`src/rtl/mem_req_seq.sv`:
```
//-----------------------------------------------------------------------------
// mem_req_seq
//
// Memory request sequencer for the CMI side of the memory-control chip.
// Microcode bus requests are queued in a small FIFO, and a single I-stream
// prefetch can be held pending. The sequencer issues them to the CMI one at
// a time. Each issued cycle runs IDLE -> ADDR -> WAIT. The cycle ends when
// STATUS VALID L is seen low, or when a bounded wait counter expires.
//
// Build option:
//   MEM_REQ_SEQ_PREFETCH_EN  defined   : prefetch-pending / discard path present
//                            undefined : only FIFO entries are issued,
//                                        pf_req_h/pf_cancel_h are ignored and
//                                        cyc_pf_h is tied low
//
// Parameters:
//   DEPTH  request FIFO entries (power of two, 2..16)
//   TMO_W  wait counter width; cyc_tmo_h fires 2^TMO_W cycles after ADDR
//
// Ports:
//   b_clk_l         clock, rising edge
//   proc_init_l     asynchronous active-low reset
//   req_valid_h     microcode request present
//   req_cmd_h       microcode BUS field code
//   req_read_h      request is a read
//   req_ready_h     FIFO can accept (registered count < DEPTH)
//   pf_req_h        set prefetch-pending
//   pf_cancel_h     cancel pending or in-flight prefetch
//   inval_check_h   holds off issue while high
//   cmi_grant_h     CMI free to start a cycle
//   status_valid_l  low = current CMI cycle complete (sampled in WAIT only)
//   add_reg_ena_h   one-cycle issue pulse (ADDR state)
//   cyc_cmd_h       command of current cycle (5'h1F for prefetch)
//   cyc_read_h      current cycle is a read
//   cyc_pf_h        current cycle is a prefetch
//   cyc_in_prog_h   cycle issued and awaiting completion (WAIT state)
//   cyc_done_h      one-cycle completion pulse
//   cyc_tmo_h       one-cycle timeout pulse
//   q_count_h       FIFO occupancy
//-----------------------------------------------------------------------------
`default_nettype none

module mem_req_seq #(
  parameter int DEPTH = 4,
  parameter int TMO_W = 8
) (
  input  logic                       b_clk_l,
  input  logic                       proc_init_l,
  input  logic                       req_valid_h,
  input  logic [4:0]                 req_cmd_h,
  input  logic                       req_read_h,
  output logic                       req_ready_h,
  input  logic                       pf_req_h,
  input  logic                       pf_cancel_h,
  input  logic                       inval_check_h,
  input  logic                       cmi_grant_h,
  input  logic                       status_valid_l,
  output logic                       add_reg_ena_h,
  output logic [4:0]                 cyc_cmd_h,
  output logic                       cyc_read_h,
  output logic                       cyc_pf_h,
  output logic                       cyc_in_prog_h,
  output logic                       cyc_done_h,
  output logic                       cyc_tmo_h,
  output logic [$clog2(DEPTH+1)-1:0] q_count_h
);

  localparam int         PTR_W  = $clog2(DEPTH);
  localparam int         CNT_W  = $clog2(DEPTH + 1);
  localparam logic [4:0] PF_CMD = 5'h1F;

  typedef enum logic [1:0] {
    S_IDLE = 2'd0,
    S_ADDR = 2'd1,
    S_WAIT = 2'd2
  } state_e;

  typedef struct packed {
    logic [4:0] cmd;
    logic       read;
  } req_t;

  state_e           state_q, state_d;
  req_t             fifo_mem_q [DEPTH];
  req_t             head;
  logic [PTR_W-1:0] wr_ptr_q, rd_ptr_q;
  logic [CNT_W-1:0] count_q, count_d;
  logic [TMO_W-1:0] tmo_cnt_q, tmo_cnt_d, tmo_cnt_inc;
  logic [4:0]       cyc_cmd_q, cyc_cmd_d;
  logic             cyc_read_q, cyc_read_d;
  logic             done_q, done_d;
  logic             tmo_q, tmo_d;
  logic             push, pop, issue;
  logic             fifo_nonempty;
  logic             pf_avail;
  logic             suppress_done;

  //---------------------------------------------------------------------------
  // Request FIFO
  //---------------------------------------------------------------------------
  // Ready comes from the registered count only. A full FIFO therefore
  // refuses a push even in the cycle it is being popped.
  assign req_ready_h   = (count_q < CNT_W'(DEPTH));
  assign push          = req_valid_h & req_ready_h;
  assign fifo_nonempty = (count_q != '0);
  assign head          = fifo_mem_q[rd_ptr_q];

  // An issue starts from IDLE. The FIFO head wins over a pending prefetch,
  // so a pop happens whenever an issue finds the FIFO non-empty.
  assign issue = (state_q == S_IDLE) & ~inval_check_h & cmi_grant_h &
                 (fifo_nonempty | pf_avail);
  assign pop   = issue & fifo_nonempty;

  // NOTE: the storage array has no reset. Entries are only read once the
  // count says they were written, so clearing them would buy nothing.
  always_ff @(posedge b_clk_l) begin
    if (push) begin
      fifo_mem_q[wr_ptr_q] <= '{cmd: req_cmd_h, read: req_read_h};
    end
  end

  // NOTE: every combinational output gets a default first, so no path leaves
  // it unassigned and no latch is inferred.
  always_comb begin
    count_d = count_q;
    if (push && !pop) begin
      count_d = count_q + CNT_W'(1);
    end else if (!push && pop) begin
      count_d = count_q - CNT_W'(1);
    end
  end

  // DEPTH is a power of two, so the pointers wrap naturally at PTR_W bits.
  // NOTE: state flops use non-blocking assignments. Every flop then samples
  // the pre-edge values, whatever order the blocks are evaluated in.
  always_ff @(posedge b_clk_l or negedge proc_init_l) begin
    if (!proc_init_l) begin
      wr_ptr_q <= '0;
      rd_ptr_q <= '0;
      count_q  <= '0;
    end else begin
      if (push) wr_ptr_q <= wr_ptr_q + PTR_W'(1);
      if (pop)  rd_ptr_q <= rd_ptr_q + PTR_W'(1);
      count_q <= count_d;
    end
  end

  //---------------------------------------------------------------------------
  // Prefetch pending / discard
  //---------------------------------------------------------------------------
`ifdef MEM_REQ_SEQ_PREFETCH_EN
  logic pf_pend_q, pf_pend_d;
  logic discard_q, discard_d;
  logic cyc_pf_q;
  logic issue_pf;

  // A cancel in the issue cycle keeps the prefetch from going out.
  assign pf_avail = pf_pend_q & ~pf_cancel_h;
  assign issue_pf = issue & ~fifo_nonempty;

  // Completion is suppressed if the prefetch was cancelled earlier in the
  // cycle, or is being cancelled in the very cycle it completes.
  assign suppress_done = discard_q | (pf_cancel_h & cyc_pf_q);

  // Cancel beats a new request. A request arriving as the old one issues
  // leaves a fresh prefetch pending.
  always_comb begin
    pf_pend_d = pf_pend_q;
    if (pf_cancel_h) begin
      pf_pend_d = 1'b0;
    end else if (pf_req_h) begin
      pf_pend_d = 1'b1;
    end else if (issue_pf) begin
      pf_pend_d = 1'b0;
    end
  end

  always_comb begin
    discard_d = discard_q;
    if (state_d == S_IDLE) begin
      discard_d = 1'b0;
    end else if ((state_q != S_IDLE) && cyc_pf_q && pf_cancel_h) begin
      discard_d = 1'b1;
    end
  end

  always_ff @(posedge b_clk_l or negedge proc_init_l) begin
    if (!proc_init_l) begin
      pf_pend_q <= 1'b0;
      discard_q <= 1'b0;
      cyc_pf_q  <= 1'b0;
    end else begin
      pf_pend_q <= pf_pend_d;
      discard_q <= discard_d;
      if (issue) cyc_pf_q <= issue_pf;
    end
  end

  assign cyc_pf_h = cyc_pf_q;
`else
  logic unused_pf;

  assign pf_avail      = 1'b0;
  assign suppress_done = 1'b0;
  assign cyc_pf_h      = 1'b0;
  assign unused_pf     = pf_req_h ^ pf_cancel_h;
`endif

  //---------------------------------------------------------------------------
  // Cycle FSM
  //---------------------------------------------------------------------------
  always_comb begin
    state_d     = state_q;
    tmo_cnt_d   = tmo_cnt_q;
    tmo_cnt_inc = tmo_cnt_q + TMO_W'(1);
    cyc_cmd_d   = cyc_cmd_q;
    cyc_read_d  = cyc_read_q;
    done_d      = 1'b0;
    tmo_d       = 1'b0;

    case (state_q)
      S_IDLE: begin
        if (issue) begin
          state_d = S_ADDR;
          if (fifo_nonempty) begin
            cyc_cmd_d  = head.cmd;
            cyc_read_d = head.read;
          end else begin
            cyc_cmd_d  = PF_CMD;
            cyc_read_d = 1'b1;
          end
        end
      end

      S_ADDR: begin
        state_d   = S_WAIT;
        tmo_cnt_d = '0;
      end

      S_WAIT: begin
        if (!status_valid_l) begin
          done_d  = ~suppress_done;
          state_d = S_IDLE;
        end else begin
          // The counter holds wait cycles minus one. It reaches all-ones on
          // the (2^TMO_W-1)th wait cycle, so the registered pulse lands
          // 2^TMO_W cycles after ADDR.
          tmo_cnt_d = tmo_cnt_inc;
          if (&tmo_cnt_inc) begin
            tmo_d   = 1'b1;
            state_d = S_IDLE;
          end
        end
      end

      default: begin
        state_d = S_IDLE;
      end
    endcase
  end

  // A reset in mid-cycle drops the cycle and clears the pulses. No done or
  // timeout is reported for the abandoned cycle.
  always_ff @(posedge b_clk_l or negedge proc_init_l) begin
    if (!proc_init_l) begin
      state_q    <= S_IDLE;
      tmo_cnt_q  <= '0;
      cyc_cmd_q  <= '0;
      cyc_read_q <= 1'b0;
      done_q     <= 1'b0;
      tmo_q      <= 1'b0;
    end else begin
      state_q    <= state_d;
      tmo_cnt_q  <= tmo_cnt_d;
      cyc_cmd_q  <= cyc_cmd_d;
      cyc_read_q <= cyc_read_d;
      done_q     <= done_d;
      tmo_q      <= tmo_d;
    end
  end

  //---------------------------------------------------------------------------
  // Outputs
  //---------------------------------------------------------------------------
  assign add_reg_ena_h = (state_q == S_ADDR);
  assign cyc_in_prog_h = (state_q == S_WAIT);
  assign cyc_cmd_h     = cyc_cmd_q;
  assign cyc_read_h    = cyc_read_q;
  assign cyc_done_h    = done_q;
  assign cyc_tmo_h     = tmo_q;
  assign q_count_h     = count_q;

endmodule

`default_nettype wire

```
`config.mk`:
```
export PLATFORM = sky130hd
export DESIGN_NAME = mem_req_seq
export DESIGN_NICKNAME = d
export VERILOG_FILES = /design/src/rtl/mem_req_seq.sv
export SDC_FILE = /design/constraint.sdc
export NUM_CORES = 1
export LEC_CHECK = 0
export CAP_MARGIN = 20
export CORE_MARGIN = 4
export CORE_UTILIZATION = 54
export CTS_CLUSTER_DIAMETER = 150
export DETAILED_ROUTE_END_ITERATION = 10
export PLACE_DENSITY_LB_ADDON = 0.15
export SYNTH_ARGS = -nofsm -noshare
export SYNTH_HDL_FRONTEND = slang
export SYNTH_SLANG_ARGS = --single-unit
```
`constraint.sdc`:
```
create_clock -name b_clk_l -period 2.7 [get_ports b_clk_l]
set_clock_uncertainty 0.2 [all_clocks]
set_input_delay 0.27 -clock b_clk_l [delete_from_list [all_inputs] [get_ports b_clk_l]]
set_output_delay 0.27 -clock b_clk_l [all_outputs]
set_load 0.005 [all_outputs]
```
# Word-level counts from Yosys, hierarchy flattened

Memory sizes are Yosys's and may differ from the RTL's. A register that Yosys moved wholly into a read port is not among the register bits.
Cells that the tools add are included.

Flip-flop bits (word level): 19
ROM bits: 0
Logic and storage cells: 53
Memories: 1
Bits in latches: 0
Bits in writable memories: 24
Output and inout port bits: 15

Order comparisons: 1
Reductions and logical operators: 13
Multiply operators: 0
Shift-type cells: 0
Equality and inequality tests: 5
Div/mod/pow operators: 0
Bitwise gates (word level): 6
Add/sub/neg operators: 5
Multiplexer cells: 15

Memory list:

| memory     | depth | bits a word | read ports | clocked after memory_dff | wr ports | line | RTL |
|---|---|---|---|---|---|---|---|
| fifo_mem_q | 4     | 6           | 1          | 1                        | 1        | 84   | `req_t fifo_mem_q [DEPTH];` |

Operator list:

| cell                | count |
|---|---|
| $pmux 8 s2          | 1 |
| $add 8x1->8 const B | 1 |
| $mux 8              | 1 |
| $reduce_and 8->1    | 1 |
| $mux 1              | 7 |
| $mux 2              | 3 |
| $mux 3              | 2 |
| $pmux 2 s3          | 1 |
| $reduce_and 2->1    | 3 |
| $and 1x1->1         | 5 |
| $add 2x1->2 const B | 2 |
| $ne 2x2->1 const B  | 2 |
| $reduce_bool 2->1   | 2 |
| $add 3x1->3 const B | 1 |
| $logic_not 1->1     | 3 |
| $lt 3x3->1 const B  | 1 |
| $ne 3x2->1 const B  | 1 |
| $reduce_bool 3->1   | 1 |
| $sub 3x1->3 const B | 1 |
| $eq 2x1->1 const B  | 1 |
| $eq 2x2->1 const B  | 1 |
| $logic_and 1x1->1   | 2 |
| $logic_not 2->1     | 1 |
| $not 1->1           | 1 |

# Logic depth before layout (Yosys ltp)

Gate-level depths: netlist of run 1.

Depth in word-level cells: 8
Mapped depth: 10
Gate-level depth less buffers: 9

# Worst setup path after synthesis of run 1

Ideal clock, no wire load.

Kind: register to register
Start point: register state_q[1]
End point: register count_q[1], in the netlist q_count_h[1]
Slack: 436 ps
Data required time: 2375 ps
Arrival: 1939 ps
Cell stages (with the launch flop): 9
Path through: dfrtp_1 nor4b_2 o31a_1 buf_4 inv_1 ha_1 inv_1 fa_1 mux2_2

Longest elaborated chain between the ends: 8
Elaborated cells on any way between the ends: 10

RTL lines:

| what                     | line | RTL |
|---|---|---|
| start, declared          | 83   | `state_e state_q, state_d;` |
| start signal, assigned   | 273  | `state_q <= state_d;` |
| $logic_not 2->1          | 110  | `assign issue = (state_q == S_IDLE) & ~inval_check_h & cmi_grant_h &` |
| $and 1x1->1 (3 in a row) | 110  |  |
| $and 1x1->1              | 112  | `assign pop = issue & fifo_nonempty;` |
| $logic_not 1->1          | 126  | `if (push && !pop) begin` |
| $logic_and 1x1->1        | 126  |  |
| $mux 3                   | 126  |  |
| named net count_d[1]     | 87   | `logic [CNT_W-1:0] count_q, count_d;` |
| end signal, assigned     | 144  | `count_q <= count_d;` |
| end, declared            | 87   |  |

The timed path passes the listed nets, and every way through them passes these cells.
A chain may end at the register's enable or synchronous reset.

# Worst setup path in the final report of run 1

Same ends and word-level chain as after synthesis.

==> impl_metrics.csv, run 1 <==
group,metric,value,unit
routing,routedWlPerCell,16.5,um
placement,dp_hpwl,2600,um
global_routing,grt_pass1_wl,6120,um
logic_synthesis,syn_avg_cell_area,14.7,um2
min_path,hold_class,"in2async",
pwr,leakagePower,0.996,nW
logic_synthesis,synth.yosys.seq_area_share,62.4,%
placement,dp.cells,213,
sta,max_clock_freq,0.427,GHz
worst_setup_path,crit_buf_inv,2,
worst_setup_path,critPathKind,"reg2reg",
routing,dr.pass1.iters,4,
worst_setup_path,crit_path_frequent_cell,"inv_1",
worst_setup_path,cp_slowest_cell,"dfrtp_1",
job,maxCapViolCount,0,
placement,io_buffers,25,
pwr,irDropWorstVdd,0.615,mV
placement,place.gp.congestion,0.861,
pwr,power_density,902,mW/mm2
logic_synthesis,synth_top_family_by_area,"multiplexers",
clock_network,cts_buffer_depth,2,
global_routing,met3_usage,5.05,%
floorplan,die_y,71.2,um
clock_network,cts.repair.resized,0,
finish,multiInputGateArea,726,um2
worst_setup_path,arrival,2.33,ns
sta,hold_violations,0,
routing,avgViaCountPerCell,5.61,
clock_network,cts_tree,"done",
global_routing,grt-ovfl-total,0,
logic_synthesis,ys_ff_latch,49,
routing,drtAntennaViolNets,0,
routing,routed_wirelength,3650,um
worst_setup_path,worstPathMaxFanout,5,
floorplan,die-width,71.2,um
clock_network,path_clk_slew,0.10,ns
logic_synthesis,syn_inst,147,
worst_setup_path,required,2.69,ns
routing,num_vias,1239,
status,outcome,"completed",
clock_network,clkSinkCount,49,
global_routing,use_met2,24.3,%
global_routing,grt_pass1_vias,1257,
floorplan,io_pins,29,
worst_setup_path,worst-r2r-setup-slack,0.36,ns
worst_setup_path,cp-start-kind,"flip-flop",
finish,area.sequential,0.00135,mm2
floorplan,rows,22,
sta,fin_tns_setup,0,ns
floorplan,core_area,0.00377,mm2
finish,layout-drive-gt1-share,15.6,%
sta,post-route-period-util,86.7,%
floorplan,dieArea,0.00507,mm2
finish,nFillCells,249,
clock_network,post_cts_buffers,0,
logic_synthesis,yosys_most_used_dff,"dfrtp_1",
sta,period_minus_slack,2.34,ns
logic_synthesis,synth_edf_count,24,
worst_setup_path,end_kind,"flip-flop",
routing,drcViolationCount,0,
sta,finalSetupViolCount,0,
global_routing,grt-busiest-layer,"met2",
logic_synthesis,synth.mux.area_fraction,10.9,%
clock_network,cts_made_buffers,5,
clock_network,hold_buffers,0,
logic_synthesis,synth_fa_ha_area_share,4.99,%
clock_network,root_buffer,"clkbuf_8",
global_routing,track_usage,16.0,%
logic_synthesis,synth_compound_area_share,4.64,%
finish,area_delta_synth_final,16.9,%
logic_synthesis,synth_xor_area_share,3.25,%
floorplan,initial_core_util,57.2,%
worst_setup_path,max_stage_delay,0.43,ns
worst_setup_path,cp_cell_sequence,"nor4b_2, o31a_1, inv_1, ha_1, inv_1, fa_1, mux2_2",
clock_network,htreeDepth,2,
finish,stdcell_count,221,
finish,final_nets,194,
global_routing,antenna_found_initial,0,
logic_synthesis,yosysWarningCount,0,
logic_synthesis,ys_types,41,
pwr,finalPower,2.28,mW
clock_network,clock_latency,0.30,ns
logic_synthesis,synth-simple-area-share,9.68,%
logic_synthesis,synth_nets,169,
routing,drtIter0Drc,103,
logic_synthesis,synth_area,0.00216,mm2
finish,antenna_cells,0,
sta,rsz0062_at_grt,"no",
global_routing,grt_max_degree,26,
logic_synthesis,synth-async-reset-ratio,51.0,%
sta,drv_slew,0,
worst_setup_path,cpLargestDelayFamily,"adder cells",
global_routing,grt.met1_usage,21.8,%
-- cell usage after synthesis (2+ instances only) --
| master | instances | area (um2) |
|---|---|---|
| dfrtp_1 | 25 | 626 |
| edfxtp_1 | 24 | 721 |
| nand2_1 | 10 | 37.5 |
| nand3_1 | 8 | 40.0 |
| ha_1 | 7 | 87.6 |
| inv_1 | 7 | 26.3 |
| mux2_2 | 7 | 78.8 |
| mux4_2 | 6 | 135 |
| xor2_1 | 5 | 43.8 |
| and2_1 | 4 | 25.0 |
| buf_2 | 3 | 15.0 |
| buf_4 | 3 | 22.5 |
| o21ai_0 | 3 | 15.0 |
| xnor2_1 | 3 | 26.3 |
| clkbuf_1 | 2 | 7.51 |
| nor2b_1 | 2 | 12.5 |
| nor3b_1 | 2 | 15.0 |
| o211ai_1 | 2 | 15.0 |
| or4_1 | 2 | 15.0 |
-- power by group --
group	internal (mW)	switching [mW]
Clock	0.184	0.249
Combinational	0.435	0.273
Sequential	0.967	0.169
-- cells by family after synthesis --
logic type,count (synthesis)
AO/OA/AOI/OAI,13
XOR/XNOR,8
adder cells (fa/ha/maj),8
buffers and inverters,17
flip-flops,49
multiplexers,15
other,1
AND/OR/NAND/NOR,36
-- cell usage in the layout, fill, tap and decap left out, types with 2 or more instances in the layout --
| master | synthesis | routed |
|---|---|---|
| clkinv_4 | 0 | 2 |
| inv_1 | 7 | 7 |
| ha_1 | 7 | 7 |
| mux4_2 | 6 | 6 |
| clkdlybuf4s50_1 | 0 | 25 |
| xor2_1 | 5 | 5 |
| edfxtp_1 | 24 | 24 |
| dfrtp_1 | 25 | 25 |
| nand3_1 | 8 | 8 |
| nand2_1 | 10 | 10 |
| nor2b_1 | 2 | 2 |
| buf_4 | 3 | 3 |
| xnor2_1 | 3 | 3 |
| clkbuf_8 | 0 | 5 |
| mux2_2 | 7 | 7 |
| nor3b_1 | 2 | 2 |
| and2_1 | 4 | 4 |
| o21ai_0 | 3 | 3 |
| o211ai_1 | 2 | 2 |
| or4_1 | 2 | 2 |
-- worst register-to-register path, delay by kind of cell, from the launching register on --
| kind | cells | cell delay, ns |
|---|---|---|
| DFF | 1 | 0.43 |
| AOI/OAI and AO/OA | 1 | 0.22 |
| buffers and inverters | 2 | 0.13 |
| muxes | 1 | 0.27 |
| and+or+nand+nor | 1 | 0.38 |
| adders and majority gates | 2 | 0.61 |
-- final timing paths --
kind                               from           end  cells after the start
max                          state_q[1]  q_count_h[1]                      7
min                         proc_init_l    cyc_read_h                      2
max reg2reg                  state_q[1]  q_count_h[1]                      7
min reg2reg                tmo_cnt_q[6]  tmo_cnt_q[6]                      1
max in group asynchronous   proc_init_l   wr_ptr_q[1]                      2
min in group b_clk_l       tmo_cnt_q[6]  tmo_cnt_q[6]                      1
-- routing by layer --
layer	wire length [um]	share of wire, %
met1	1580	43
met2	1790	49
met3	206	5.7
met4	61	1.7
met5	0	0
-- sequential cells by signal, indices dropped and copies added (netlist names) --
register	flops
cyc_tmo_h	1
rd_ptr_q	2
state_q	2
q_count_h	3
wr_ptr_q	2
cyc_cmd_h	5
tmo_cnt_q	8
cyc_read_h	1
fifo_mem_q	24
cyc_done_h	1
-- area by class of cell --
type / instances / share of cell area, %
clock buffer: 5 / 2.73
timing repair buffer: 28 / 10.8
multi-input combinational: 81 / 28.8
inverter: 7 / 1.04
tap: 48 / 2.38
sequential: 49 / 53.4
clock inverter: 3 / 0.893
-- per-stage QoR --
| stage | setup WS, ns | utilization (%) | hold WS, ns | area, um2 |
|---|---|---|---|---|
| 2_1_floorplan | 0.436 | - | -0.226 | 2160 |
| 3_3_place_gp | 0.230 | 64.5 | 0.269 | 2430 |
| 3_5_place_dp | 0.128 | 64.5 | 0.274 | 2430 |
| 4_1_cts | 0.350 | 66.9 | 0.120 | 2520 |
| 5_1_grt | 0.292 | 66.9 | 0.161 | 2520 |
| 6_report | 0.359 | 66.9 | 0.113 | 2520 |
(Power assumes the default switching activity.)
==> inputs of run 2 (changes only) <==
--- a/config.mk
+++ b/config.mk
@@ -8,6 +8,7 @@
 export CAP_MARGIN = 20
 export CORE_MARGIN = 4
 export CORE_UTILIZATION = 54
+export CTS_BUF_LIST = sky130_fd_sc_hd__clkbuf_2 sky130_fd_sc_hd__clkbuf_4 sky130_fd_sc_hd__clkbuf_8
 export CTS_CLUSTER_DIAMETER = 150
 export DETAILED_ROUTE_END_ITERATION = 10
 export PLACE_DENSITY_LB_ADDON = 0.15
==> results of run 2 <==
Same layout as run 1: the final DEF is identical, and so are final timing and power.
==> inputs of run 3 (changes only) <==
--- a/config.mk
+++ b/config.mk
@@ -6,11 +6,12 @@
 export NUM_CORES = 1
 export LEC_CHECK = 0
 export CAP_MARGIN = 20
-export CORE_MARGIN = 4
+export CORE_MARGIN = 1.5
 export CORE_UTILIZATION = 54
 export CTS_BUF_LIST = sky130_fd_sc_hd__clkbuf_2 sky130_fd_sc_hd__clkbuf_4 sky130_fd_sc_hd__clkbuf_8
 export CTS_CLUSTER_DIAMETER = 150
 export DETAILED_ROUTE_END_ITERATION = 10
+export GPL_TIMING_DRIVEN = 0
 export PLACE_DENSITY_LB_ADDON = 0.15
 export SYNTH_ARGS = -nofsm -noshare
 export SYNTH_HDL_FRONTEND = slang
==> run 3 against run 2 <==
Net effect: combinational power increased by 10%; design area rose by 2.6%; sequential share of layout area is 1.4 points lower; via count increased by 0.56%; critical path depth rose by 1; sequential power down 4%; non-clock buffer count grew 8; flip-flop and latch count unchanged; clock power barely moved; global-route usage increased by 3.3 points; highest routed layer unchanged.
==> impl_metrics.csv, run 3 (synthesis results as in run 1) <==
group,metric,value,unit
status,outcome,"completed",
worst_setup_path,required,2.69,ns
placement,dp_hpwl,2450,um
worst_setup_path,arrival,2.43,ns
sta,fin_tns_setup,0,ns
clock_network,cts_buffer_depth,2,
sta,worst_pin_slew,0.592,ns
worst_setup_path,reg2reg_from,"state_q[1]",
finish,stdcell_count,229,
pwr,leakagePower,1.03,nW
placement,io_buffers,25,
floorplan,die_y,66.2,um
routing,routed_wirelength,3510,um
finish,final_nets,202,
placement,place.gp.congestion,0.834,
sta,period_minus_slack,2.44,ns
floorplan,rows,22,
sta,finalSetupViolCount,0,
finish,largest_reg_flops,24,
worst_setup_path,crit_path_frequent_cell,"inv_1",
floorplan,dieArea,0.00439,mm2
clock_network,path_clk_slew,0.09,ns
clock_network,clock_latency,0.30,ns
worst_setup_path,cp_slowest_cell,"dfrtp_1",
clock_network,hold_buffers,0,
worst_setup_path,cp_cell_sequence,"nor4b_2, o31a_1, buf_4, inv_1, ha_1, inv_1, fa_1, mux2_2",
global_routing,grt-ovfl-total,0,
worst_setup_path,critPathKind,"reg2reg",
global_routing,track_usage,19.3,%
clock_network,cts_made_buffers,5,
floorplan,initial_core_util,57.7,%
floorplan,io_pins,29,
clock_network,clkSinkCount,49,
finish,antenna_cells,0,
clock_network,root_buffer,"clkbuf_8",
placement,dp.cells,221,
clock_network,htreeDepth,2,
sta,max_clock_freq,0.410,GHz
routing,num_vias,1246,
clock_network,post_cts_buffers,0,
pwr,clock_power_share,18.8,%
routing,dr.pass1.iters,4,
sta,whs,0.134,ns
worst_setup_path,rr_endpoint,"q_count_h[1]",
worst_setup_path,end_kind,"flip-flop",
floorplan,die-width,66.2,um
pwr,power_density,888,mW/mm2
worst_setup_path,worstPathMaxFanout,9,
pwr,power.internal,1.62,mW
global_routing,grt.met1_usage,25.3,%
pwr,switching_share,29.7,%
finish,regMostFlops,"fifo_mem_q",
routing,drcViolationCount,0,
global_routing,grt_max_degree,18,
min_path,hold_class,"in2async",
pwr,irDropWorstVdd,0.597,mV
floorplan,core_area,0.00374,mm2
routing,routedWlPerCell,15.3,um
sta,drv_slew,0,
global_routing,met3_usage,6.13,%
global_routing,grt_pass1_wl,5970,um
global_routing,grt-busiest-layer,"met2",
clock_network,cts_tree,"done",
pwr,seq_power_share,47.2,%
global_routing,antenna_found_initial,0,
sta,hold_violations,0,
global_routing,use_met2,29.5,%
worst_setup_path,cp-start-kind,"flip-flop",
pwr,switchingPower,683,uW
routing,drtAntennaViolNets,0,
global_routing,grt_pass1_vias,1225,
sta,slew_headroom,60.4,%
worst_setup_path,max_stage_delay,0.43,ns
finish,layout-drive-gt1-share,17.7,%
worst_setup_path,worstRegToRegCells,8,
routing,drtIter0Drc,104,
clock_network,cts.repair.resized,0,
finish,fin_area,0.00259,mm2
job,maxCapViolCount,0,
routing,avgViaCountPerCell,5.44,
finish,area_delta_synth_final,19.9,%
finish,final_cell_mix,"dfrtp_1 (25), clkdlybuf4s50_1 (25), edfxtp_1 (24), nand2_1 (10), nand3_1 (8)",
worst_setup_path,worst-r2r-setup-slack,0.26,ns
sta,rsz0062_at_grt,"no",
pwr,p_comb_share,34.0,%
placement,post_dp_cell_area,0.00250,mm2
worst_setup_path,startpoint,"state_q[1]",
sta,post-route-period-util,90.4,%
[run 3: cell count changes in the layout (fill, tap and decap cells not counted), sizes merged]
cell,before,now
clkinv,3,1
buf,3,9
clkinvlp,0,1
clkbuf,5,8
[run 3: routing by layer]
metal  routed length, um  up-vias
met5                   0        -
met4                  62        0
li1                    -      598
met3                 179        5
met1                1580      610
met2                1690       33
[run 3: cell type report]
class,instances,area (um2)
flip-flops and latches,49,1350
fillers,268,1150
multi-input cells,81,726
repair buffers,26,278
clock buffers,6,76.3
plain buffers,10,60.1
well taps,48,60.1
inverters,7,26.3
clock inverters,2,16.3
[run 3: power groups by stage]
stage | combinational [mW] | sequential (mW) | clock (mW)
2_1_floorplan | 0.484 | 1.08 | 0
3_3_place_gp | 0.761 | 1.09 | 0
3_5_place_dp | 0.791 | 1.10 | 0
4_1_cts | 0.795 | 1.09 | 0.445
5_1_grt | 0.878 | 1.11 | 0.481
6_report | 0.781 | 1.09 | 0.433
[run 3: stage by stage]
stage | setup WS [ns] | power, mW | utilization [%]
global placement | 0.0529 | 1.85 | 65.9
finish | 0.259 | 2.30 | 69.2
floorplan | 0.436 | 1.57 | -
global route | 0.119 | 2.47 | 69.2
detailed placement | 0.0227 | 1.89 | 66.7
CTS | 0.232 | 2.33 | 69.2
[run 3: worst max-delay path by stage]
stage,cells past startpoint,endpoint
6_report,8,q_count_h[1]
3_3_place_gp,9,q_count_h[1]
5_1_grt,8,q_count_h[1]
3_5_place_dp,9,q_count_h[1]
2_1_floorplan,8,q_count_h[1]
4_1_cts,8,q_count_h[1]
[run 3: critical path: cells and delay by family (launching register included)]
kind / cells / cell delay [ns]
and+or+nand+nor: 1 / 0.33
buffers and inverters: 3 / 0.32
AOI/OAI and AO/OA: 1 / 0.18
muxes: 1 / 0.26
DFF: 1 / 0.43
adders and majority gates: 2 / 0.61
